[src/rtl/oled_pkg.sv]
// oled_pkg: shared definitions for the SSD1306 power-up sequencer.
//   - oled_state_e : sequencer state encoding
//   - CMD_NUM / init_rom() : fixed SSD1306 init command list
//   - OLED_PAGES / OLED_COLS and the page/column addressing opcodes
//   - clear_byte() : {dc, data} for a position inside one page of the clear pass
// Optional build macro: OLED_CLEAR_EN adds the ST_CLEAR state (GDDRAM blanking).
package oled_pkg;

    typedef enum logic [2:0] {
        ST_IDLE,
        ST_RST_LOW,
        ST_RST_WAIT,
        ST_SEND,
        ST_DONE
`ifdef OLED_CLEAR_EN
        , ST_CLEAR
`endif
    } oled_state_e;

    localparam int CMD_NUM    = 26;
    localparam int IDX_W      = $clog2(CMD_NUM);
    localparam int OLED_PAGES = 8;
    localparam int OLED_COLS  = 128;

    localparam logic [7:0] OP_PAGE_BASE = 8'hB0;
    localparam logic [7:0] OP_COL_LO    = 8'h00;
    localparam logic [7:0] OP_COL_HI    = 8'h10;

    // Per page: page-select, column-low, column-high, then OLED_COLS data bytes.
    localparam int POS_W    = 8;
    localparam int POS_LAST = 3 + OLED_COLS - 1;

    function automatic logic [7:0] init_rom(input logic [IDX_W-1:0] idx);
        case (idx)
            5'd0:  return 8'hAE;  5'd1:  return 8'h00;  5'd2:  return 8'h10;
            5'd3:  return 8'h40;  5'd4:  return 8'h81;  5'd5:  return 8'hCF;
            5'd6:  return 8'hA1;  5'd7:  return 8'hC8;  5'd8:  return 8'hA6;
            5'd9:  return 8'hA8;  5'd10: return 8'h3F;  5'd11: return 8'hD3;
            5'd12: return 8'h00;  5'd13: return 8'hD5;  5'd14: return 8'h80;
            5'd15: return 8'hD9;  5'd16: return 8'hF1;  5'd17: return 8'hDA;
            5'd18: return 8'h12;  5'd19: return 8'hDB;  5'd20: return 8'h40;
            5'd21: return 8'h20;  5'd22: return 8'h02;  5'd23: return 8'h8D;
            5'd24: return 8'h14;  5'd25: return 8'hAF;
            default: return 8'h00;
        endcase
    endfunction

    // Bytes at positions 1..POS_LAST of a page (position 0 is the page select,
    // which depends on the page number and is built by the caller).
    function automatic logic [8:0] clear_byte(input logic [POS_W-1:0] pos);
        if (pos == 8'd1)      return {1'b0, OP_COL_LO};
        else if (pos == 8'd2) return {1'b0, OP_COL_HI};
        else                  return {1'b1, 8'h00};
    endfunction

endpackage

[src/rtl/oled_delay_cnt.sv]
// oled_delay_cnt: loadable down-counter used for the reset-low and
// reset-settle intervals.
//   clk_i, rst_ni : clock, async active-low reset
//   load_i        : start a new interval (takes priority over counting)
//   load_val_i    : interval length minus one
//   done_o        : high during the last cycle of the interval
module oled_delay_cnt #(
    parameter int W = 8
) (
    input  logic         clk_i,
    input  logic         rst_ni,
    input  logic         load_i,
    input  logic [W-1:0] load_val_i,
    output logic         done_o
);

    logic [W-1:0] cnt_q;
    logic         active_q;

    always_ff @(posedge clk_i or negedge rst_ni) begin
        if (!rst_ni) begin
            cnt_q    <= '0;
            active_q <= 1'b0;
        end else if (load_i) begin
            cnt_q    <= load_val_i;
            active_q <= 1'b1;
        end else if (active_q) begin
            if (cnt_q == '0) active_q <= 1'b0;
            else             cnt_q    <= cnt_q - 1'b1;
        end
    end

    // Loading N-1 gives exactly N cycles with the counter active.
    assign done_o = active_q && (cnt_q == '0);

endmodule

[src/rtl/oled_init_ctrl.sv]
// oled_init_ctrl: SSD1306 power-up sequencer.
// On start: pulses the panel reset low, waits the settle time, streams the
// init command list over a valid/ready byte interface, then raises init_done.
//   clk, rst_n          : system clock, async active-low reset
//   start               : single-cycle (re)init request, ignored while busy
//   cmd_ready           : byte writer accepts the presented byte
//   cmd_valid/data/dc   : presented byte (dc: 0 command, 1 display data)
//   oled_rst_n          : panel reset pin
//   busy, init_done     : sequence in progress / panel ready
// Optional build macro: OLED_CLEAR_EN appends a GDDRAM clear pass.
module oled_init_ctrl
    import oled_pkg::*;
#(
    parameter int CLK_FREQ_HZ = 50_000_000,
    parameter int RST_LOW_US  = 10,
    parameter int RST_WAIT_US = 100
) (
    input  logic       clk,
    input  logic       rst_n,
    input  logic       start,
    input  logic       cmd_ready,
    output logic       cmd_valid,
    output logic [7:0] cmd_data,
    output logic       cmd_dc,
    output logic       oled_rst_n,
    output logic       busy,
    output logic       init_done
);

    // 64-bit math: RST_WAIT_US * CLK_FREQ_HZ overflows 32 bits at defaults.
    localparam longint N_LOW  = longint'(RST_LOW_US)  * longint'(CLK_FREQ_HZ) / 64'd1_000_000;
    localparam longint N_WAIT = longint'(RST_WAIT_US) * longint'(CLK_FREQ_HZ) / 64'd1_000_000;
    localparam longint N_MAX  = (N_LOW > N_WAIT) ? N_LOW : N_WAIT;
    localparam int     CNT_W  = (N_MAX > 1) ? $clog2(N_MAX) : 1;

    localparam logic [IDX_W-1:0] IDX_LAST = IDX_W'(CMD_NUM - 1);

    oled_state_e      state_q;
    logic [IDX_W-1:0] idx_q;
    logic             oled_rst_n_q, cmd_valid_q, cmd_dc_q, busy_q, init_done_q;
    logic [7:0]       cmd_data_q;
`ifdef OLED_CLEAR_EN
    logic [2:0]       page_q;
    logic [POS_W-1:0] pos_q;
`endif

    logic             dly_load, dly_done;
    logic [CNT_W-1:0] dly_val;

    // The delay counter is loaded on the same edge the FSM enters a timed state.
    always_comb begin
        dly_load = 1'b0;
        dly_val  = CNT_W'(N_LOW - 1);
        if ((state_q == ST_IDLE || state_q == ST_DONE) && start) begin
            dly_load = 1'b1;
        end else if (state_q == ST_RST_LOW && dly_done) begin
            dly_load = 1'b1;
            dly_val  = CNT_W'(N_WAIT - 1);
        end
    end

    oled_delay_cnt #(.W(CNT_W)) u_dly (
        .clk_i      (clk),
        .rst_ni     (rst_n),
        .load_i     (dly_load),
        .load_val_i (dly_val),
        .done_o     (dly_done)
    );

    always_ff @(posedge clk or negedge rst_n) begin
        if (!rst_n) begin
            state_q      <= ST_IDLE;
            idx_q        <= '0;
            oled_rst_n_q <= 1'b1;
            cmd_valid_q  <= 1'b0;
            cmd_data_q   <= 8'h00;
            cmd_dc_q     <= 1'b0;
            busy_q       <= 1'b0;
            init_done_q  <= 1'b0;
`ifdef OLED_CLEAR_EN
            page_q       <= '0;
            pos_q        <= '0;
`endif
        end else begin
            case (state_q)
                ST_IDLE, ST_DONE: begin
                    if (start) begin
                        state_q      <= ST_RST_LOW;
                        oled_rst_n_q <= 1'b0;
                        busy_q       <= 1'b1;
                        init_done_q  <= 1'b0;
                    end
                end
                ST_RST_LOW: begin
                    if (dly_done) begin
                        state_q      <= ST_RST_WAIT;
                        oled_rst_n_q <= 1'b1;
                    end
                end
                ST_RST_WAIT: begin
                    if (dly_done) begin
                        state_q     <= ST_SEND;
                        idx_q       <= '0;
                        cmd_valid_q <= 1'b1;
                        cmd_data_q  <= init_rom('0);
                        cmd_dc_q    <= 1'b0;
                    end
                end
                ST_SEND: begin
                    if (cmd_valid_q && cmd_ready) begin
                        if (idx_q == IDX_LAST) begin
`ifdef OLED_CLEAR_EN
                            state_q    <= ST_CLEAR;
                            page_q     <= '0;
                            pos_q      <= '0;
                            cmd_data_q <= OP_PAGE_BASE;
                            cmd_dc_q   <= 1'b0;
`else
                            state_q     <= ST_DONE;
                            cmd_valid_q <= 1'b0;
                            busy_q      <= 1'b0;
                            init_done_q <= 1'b1;
`endif
                        end else begin
                            idx_q      <= idx_q + 1'b1;
                            cmd_data_q <= init_rom(idx_q + 1'b1);
                        end
                    end
                end
`ifdef OLED_CLEAR_EN
                ST_CLEAR: begin
                    if (cmd_valid_q && cmd_ready) begin
                        if (pos_q == POS_W'(POS_LAST)) begin
                            if (page_q == 3'(OLED_PAGES - 1)) begin
                                state_q     <= ST_DONE;
                                cmd_valid_q <= 1'b0;
                                cmd_dc_q    <= 1'b0;
                                busy_q      <= 1'b0;
                                init_done_q <= 1'b1;
                            end else begin
                                page_q     <= page_q + 3'd1;
                                pos_q      <= '0;
                                cmd_data_q <= OP_PAGE_BASE | {5'b0, page_q + 3'd1};
                                cmd_dc_q   <= 1'b0;
                            end
                        end else begin
                            pos_q                  <= pos_q + 1'b1;
                            {cmd_dc_q, cmd_data_q} <= clear_byte(pos_q + 1'b1);
                        end
                    end
                end
`endif
                default: state_q <= ST_IDLE;
            endcase
        end
    end

    assign oled_rst_n = oled_rst_n_q;
    assign cmd_valid  = cmd_valid_q;
    assign cmd_data   = cmd_data_q;
    assign cmd_dc     = cmd_dc_q;
    assign busy       = busy_q;
    assign init_done  = init_done_q;

endmodule

[config.mk]
export PLATFORM = sky130hd
export DESIGN_NAME = oled_init_ctrl
export DESIGN_NICKNAME = d
export VERILOG_FILES = /design/src/rtl/oled_pkg.sv /design/src/rtl/oled_delay_cnt.sv /design/src/rtl/oled_init_ctrl.sv
export SDC_FILE = /design/constraint.sdc
export NUM_CORES = 1
export LEC_CHECK = 0
export CAP_MARGIN = 20
export CORE_AREA = 5 5 82 84
export CTS_CLUSTER_SIZE = 20
export DETAILED_ROUTE_END_ITERATION = 8
export DIE_AREA = 0 0 87 89
export HOLD_SLACK_MARGIN = 0.06
export PLACE_DENSITY_LB_ADDON = 0.25
export SETUP_SLACK_MARGIN = 0.05
export SLEW_MARGIN = 5
export SYNTH_ARGS = -nofsm -noshare
export SYNTH_HDL_FRONTEND = slang
export SYNTH_SLANG_ARGS = --single-unit
[constraint.sdc]
create_clock -name clk -period 2.7 [get_ports clk]
set_input_delay 0.81 -clock clk [delete_from_list [all_inputs] [get_ports clk]]
set_output_delay 0.81 -clock clk [all_outputs]
set_load 0.05 [all_outputs]
-- Yosys cells after proc, flatten, opt, wreduce, memory -nomap -nowiden
Memory sizes are Yosys's and may differ from the RTL's.
Cells that the tools add are included.
- input bits: 4
- register bits: 34
- memories kept: 1
- output and inout bits: 13
- ROM bits: 256
- reductions and logical operators: 18
- add/sub/neg operators: 2
- mux-type cells: 35
- equality and inequality tests: 12
- memories (memory ; words ; width ; read ports ; clocked after memory_dff ; wr ports ; RTL line ; source):
    (no name shown) ; 32 ; 8 ; 1 ; 0 ; 0 ; oled_pkg.sv:34 ; case (idx)
- operator list (cell ; count):
    two-way mux 13 bit ; 5
    two-way mux 8 bit ; 3
    case mux 8 bit (2 select lines) ; 1
    two-way mux 3 bit ; 5
    two-way mux 5 bit ; 3
    != test 2 bit (second input constant) ; 7
    zero test 13 bit ; 1
    subtractor 13 x 1 -> 13 bit (second input constant) ; 1
    two-way mux 1 bit ; 12
    case mux 3 bit (4 select lines) ; 1
    AND reduction 4 bit ; 3
    case mux 5 bit (2 select lines) ; 1
    case mux 1 bit (2 select lines) ; 4
    nonzero test 2 bit ; 4
    == test 3 x 2 -> 1 bit (second input constant) ; 2
    adder 5 x 1 -> 5 bit (second input constant) ; 1
    == test 5 bit (second input constant) ; 1
    AND reduction 5 bit ; 1
    logical AND 1 bit ; 4
    == test 3 x 1 -> 1 bit (second input constant) ; 1
    == test 3 bit (second input constant) ; 1
    zero test 3 bit ; 1
    AND reduction 3 bit ; 1
    AND reduction 2 bit ; 1
    2 further kinds ; 2

-- Logic depth before layout (Yosys ltp)
- word-level depth: 7
- mapped depth: 9
- depth with buffers taken out: 8

-- By module
Synthesis repeated with hierarchy kept, for this count alone.
- cells, all modules: 370
- area, all modules: 2955.3 um^2
- modules (own cells, without submodules) (module ; instances ; cells an instance ; area an instance (um^2) ; seq. area each (um^2)):
    oled_init_ctrl ; 1 ; 272 ; 2063.2 ; 501.7
    oled_delay_cnt ; 1 ; 98 ; 892.1 ; 350.3

-- Worst setup path after synthesis
OpenSTA, ideal clock, no wires.
- path kind: register to register
- start point: reg idx_q[2]
- end point: reg cmd_data_q[0], in the netlist cmd_data[0]
- cell stages (with the launch flop): 10
- clock period less this slack: 2.194 ns
- setup time: 0.118 ns
- path buffers: 2
- path slack: 0.506 ns
- data arrival time: 2.076 ns
- path through: dfrtp_1 clkbuf_1 inv_1 ha_1 clkbuf_1 inv_1 nand2_1 nand3b_1 a32o_1 a21o_1
- word-level cells in the longest chain between the ends: 5
- RTL lines (what ; RTL line ; source):
    start: declaration ; oled_init_ctrl.sv:39 ; logic [IDX_W-1:0] idx_q;
    start signal: assignment ; oled_init_ctrl.sv:125 ; idx_q <= idx_q + 1'b1;
    adder 5 x 1 -> 5 bit ; oled_init_ctrl.sv:126 ; cmd_data_q <= init_rom(idx_q + 1'b1);
    memory (32 x 8 bit) ; - ;
    two-way mux 8 bit ; oled_init_ctrl.sv:111 ; if (idx_q == IDX_LAST) begin
    two-way mux 8 bit ; oled_init_ctrl.sv:110 ; if (cmd_valid_q && cmd_ready) begin
    case mux 8 bit (2 select lines) ; oled_init_ctrl.sv:85 ; case (state_q)
    end signal: assignment ; oled_init_ctrl.sv:105 ; cmd_data_q <= init_rom('0);
    end signal: assignment ; oled_init_ctrl.sv:126 ;
    end: declaration ; oled_init_ctrl.sv:41 ; logic [7:0] cmd_data_q;
Parallel ways exist; a longest one is shown, timed or not. The select of a mux whose other input is x is not followed.
A chain may end at the register's enable or synchronous reset.

-- Worst setup path in the final report
- start point: reg u_dly.cnt_q[0]
- end point: reg cmd_data_q[0], in the netlist cmd_data[0]
- word-level cells in the longest chain between the ends: 4
- RTL lines (what ; RTL line ; source):
    start: declaration ; oled_delay_cnt.sv:17 ; logic [W-1:0] cnt_q;
    start signal: assignment ; oled_delay_cnt.sv:25 ; cnt_q <= load_val_i;
    start signal: assignment ; oled_delay_cnt.sv:29 ; else cnt_q <= cnt_q - 1'b1;
    zero test 13 bit ; oled_delay_cnt.sv:34 ; assign done_o = active_q && (cnt_q == '0);
    logical AND 1 bit ; oled_delay_cnt.sv:34 ;
    != test 2 bit (no line) ; - ;
    AND reduction 4 bit (no line) ; - ;
Every way passes these cells.

==> impl_summary.log <==
[metrics] drt pass-1 iters: 5
[metrics] cts-stage hold buffer count: 0
[metrics] switch share: 21.0%
[metrics] core footprint: 0.00585 sq mm
[metrics] timing-limited maximum frequency: 412 MHz
[metrics] Die Span Y: 89 um
[metrics] die outline width: 87 um
[metrics] Final Core Density: 44.7%
[metrics] Max Slew Vio Count: 0
[metrics] Period Utilization, post-route: 89.9%
[metrics] antenna violations before repair: 0
[metrics] Final WS setup: 0.274 ns
[metrics] worst-case vdd ir drop: 205 uV
[metrics] Critical Path Start Type: flop
[metrics] Fin. Hold Viols: 0
[metrics] vias after detailed routing: 2095
[metrics] data required time of the critical path: 2.88 ns
[metrics] Synth Area per Inst: 8.46 sq um
[metrics] final sum of negative setup slack: 0 ns
[metrics] CTS clock-pin slew for the worst setup and hold paths: 0.07 ns
[metrics] total clock buffers created by CTS: 5
[metrics] signed area change from the synthesized netlist to the final layout: 14.4%
[metrics] clock skew after layout: 0.00593 ns
[metrics] syn_nets: 281
[metrics] capturing element type of the critical path: flop
[metrics] Area after DPL: 0.00252 sq mm
[metrics] global-route wire length before repair: 9630 um
[metrics] count of flip-flops with a built-in enable after synthesis: 0
[metrics] area enclosed by the die boundary: 0.00774 sq mm
[metrics] final weighted congestion in routability-driven placement: 0.865
[metrics] clock latency of the later-clocked register in the worst-skew pair: 0.29 ns
[metrics] unrepaired setup endpoints after global routing: no
[metrics] number of top-level design ports: 17
[metrics] Post-DRT Antenna Nets: 0
[metrics] maximum number of pins on one net before global-route repair: 35
[metrics] initial detailed-routing violation count: 184
[metrics] warnings from Yosys: 0
[metrics] number of clock sinks: 34
[metrics] number of port buffers: 15
[metrics] CTS H-tree lvls: 2
[metrics] DRC viols: 0
[metrics] internal power contribution: 719 uW
[metrics] synthesized cell area: 0.00228 sq mm
[metrics] clock share of power: 42.0%
[metrics] detailed-route wire length: 5720 um
[metrics] kind of path behind the tightest hold check: reg -> reg
[metrics] post-layout net count: 298
[metrics] count of cell types in the netlist: 58
[metrics] post-route total power: 910 uW
[metrics] initial standard-cell utilization of the core: 39.1%
[metrics] post-route design area: 0.00261 sq mm
[metrics] worst slew slack as a fraction of its limit: 49.3%
[metrics] root cell of the clock tree: clkbuf_8
[metrics] Post-CTS Setup Repair Bufs: 0
[metrics] pwr/cell area: 348 mW/mm^2
[metrics] Seq pwr share: 56.0%
[metrics] prevailing post-synth register cell: dfrtp_1
[metrics] routed length per placed instance: 15.8 um
[metrics] Tightest Pin Transition: 0.760 ns
[metrics] FF-to-FF setup slack: 0.27 ns
[metrics] proportion of layout cells with a drive suffix above 1: 9.38%
[metrics] CTS tree: done
[metrics] fill cell count: 568
[metrics] GRT overflow: 0
[metrics] Leak: 1.07 nW
[metrics] final setup violating endpoints: 0
[metrics] post-synthesis cell count: 270
[metrics] fin crit period: 2.43 ns
[metrics] Antenna diodes: 0
[metrics] Comb power frac: 2.0%
[metrics] number of gates resized after CTS: 0
[metrics] outcome: finished, final reports clean
[metrics] total net switching power: 191 uW
[metrics] number of synthesized register bits: 34
[metrics] maximum clock path buffer count: 2
[metrics] via/cell ratio: 5.77
[metrics] global-route usage over all layers: 16.1%
[metrics] Setup Crit Path Kind: reg -> reg
[metrics] worst setup timing slack at the placement stage: 0.264 ns
[metrics] Synth async-reset ratio: 100%
[metrics] number of global-route vias before repair: 1873
[metrics] Max Cap Viol: 0
[metrics] arrival time worst endpoint: 2.61 ns
[metrics] sequential cell area fraction in the yosys report: 37.3%
[metrics] Row Count: 28
[metrics] Worst Path Max Fanout: 10
[metrics] half-perimeter wire length after placement: 4180 um
[cell usage in the layout (no fill, tap or decap), types with 2 or more instances in the layout]
cell             synthesis  final
clkbuf_8                 0      6
a21oi_1                 20     20
xor2_1                   4      4
o21ai_0                 22     22
o221ai_1                 2      2
nor4_1                   2      2
a31oi_1                  3      3
o211ai_1                 2      2
nand2_1                 39     39
o2111ai_1                2      2
nor3_1                   7      7
inv_1                   10     10
or4_1                    4      4
nor2_1                  22     22
nand2b_1                 6      6
mux2i_1                  4      4
nand3_1                  8      8
o31ai_1                  3      3
buf_4                    2     10
or3_1                    3      3
xnor2_1                  8      8
ha_1                     7      7
o22ai_1                  2      2
a21o_1                   5      5
clkdlybuf4s50_1          0     14
dfrtp_1                 33     33
a311oi_1                 2      2
nor2b_1                  3      3
nand3b_1                 2      2
nand4_1                  4      4
[power groups by stage]
stage	combinational (mW)	clock, mW	sequential (mW)
after floorplan	0.00554	0	0.519
after global placement	0.0194	0	0.519
after detailed placement	0.0194	0	0.519
after CTS	0.0192	0.397	0.509
after global routing	0.0216	0.421	0.509
final	0.0185	0.382	0.509
[critical path: stages (launching register included)]
cell,delay (ns)
dfrtp_1,0.40
inv_1,0.10
ha_1,0.21
nor4b_1,0.39
nand2_1,0.20
o41a_1,0.62
a32o_1,0.27
a21o_1,0.15
[registers in the layout (all words and copies together), names as in the netlist]
signal / cells
u_dly.cnt_q: 13
cmd_data: 8
idx_q: 5
state_q: 3
busy: 1
cmd_valid: 1
init_done: 1
oled_rst_n: 1
u_dly.active_q: 1
[Yosys cell counts (2+ instances only)]
cell type	number	area, sq um
or3_1	3	18.8
or4_1	4	30.0
mux2i_1	4	40.0
a311oi_1	2	17.5
o211ai_1	2	15.0
nand2_1	39	146
nand3b_1	2	15.0
nor3_1	7	35.0
a21oi_1	20	100
a21o_1	5	37.5
a31oi_1	3	18.8
o221ai_1	2	17.5
xnor2_1	8	70.1
o22ai_1	2	12.5
nand4_1	4	25.0
xor2_1	4	35.0
clkbuf_1	7	26.3
nor4_1	2	12.5
o31ai_1	3	22.5
nor2_1	22	82.6
ha_1	7	87.6
buf_2	4	20.0
inv_1	10	37.5
nand3_1	8	40.0
o2111ai_1	2	17.5
nor2b_1	3	18.8
dfrtp_1	33	826
o21ai_0	22	110
buf_4	2	15.0
nand2b_1	6	37.5
[metrics by stage]
| step | hold slack (ns) | std cells |
|---|---|---|
| after floorplan | 0.484 | 270 |
| after global placement | 0.482 | 355 |
| after detailed placement | 0.497 | 355 |
| after CTS | 0.519 | 363 |
| after global routing | 0.532 | 363 |
| final | 0.517 | 363 |
[path summary, 6_finish.rpt]
| kind | cells past startpoint | endpoint | start |
|---|---|---|---|
| worst max register to register | 7 | cmd_data[0] | u_dly.cnt_q[0] |
| worst min register to register | 2 | cmd_data[6] | cmd_data[6] |
| max in group asynchronous | 1 | cmd_data[3] | rst_n |
| worst max-delay path | 7 | cmd_data[0] | u_dly.cnt_q[0] |
| min in group asynchronous | 1 | init_done | rst_n |
| worst min-delay path | 2 | cmd_data[6] | cmd_data[6] |
[routing by layer]
layer	GRT usage, %	part of all wire [%]	up-vias
li1	-	-	1012
met3	4.06	7.4	7
met1	24.6	50	994
met2	21.5	41	82
met5	0	0	-
met4	5.52	1.4	0
[cell families after synthesis]
logic type               count (synthesis)  synth area share, %
AO/OA/AOI/OAI                           79                 23.9
AND/OR/NAND/NOR                        108                 23.4
adder cells (fa/ha/maj)                  7                 3.83
multiplexers                             4                 1.75
XOR/XNOR                                12                 4.60
other                                    1                0.164
buffers and inverters                   25                 4.98
flip-flops                              34                 37.3
[cell type report]
class / instances / area, sq um / share of cell area, %
clock buffer: 7 / 86.3 / 3.30
inverter: 10 / 37.5 / 1.44
tap: 75 / 93.8 / 3.59
clock inverter: 1 / 5.00 / 0.191
timing repair buffer: 25 / 220 / 8.43
multi-input combinational: 211 / 1320 / 50.5
sequential: 34 / 852 / 32.6
(Power assumes the default switching activity.)
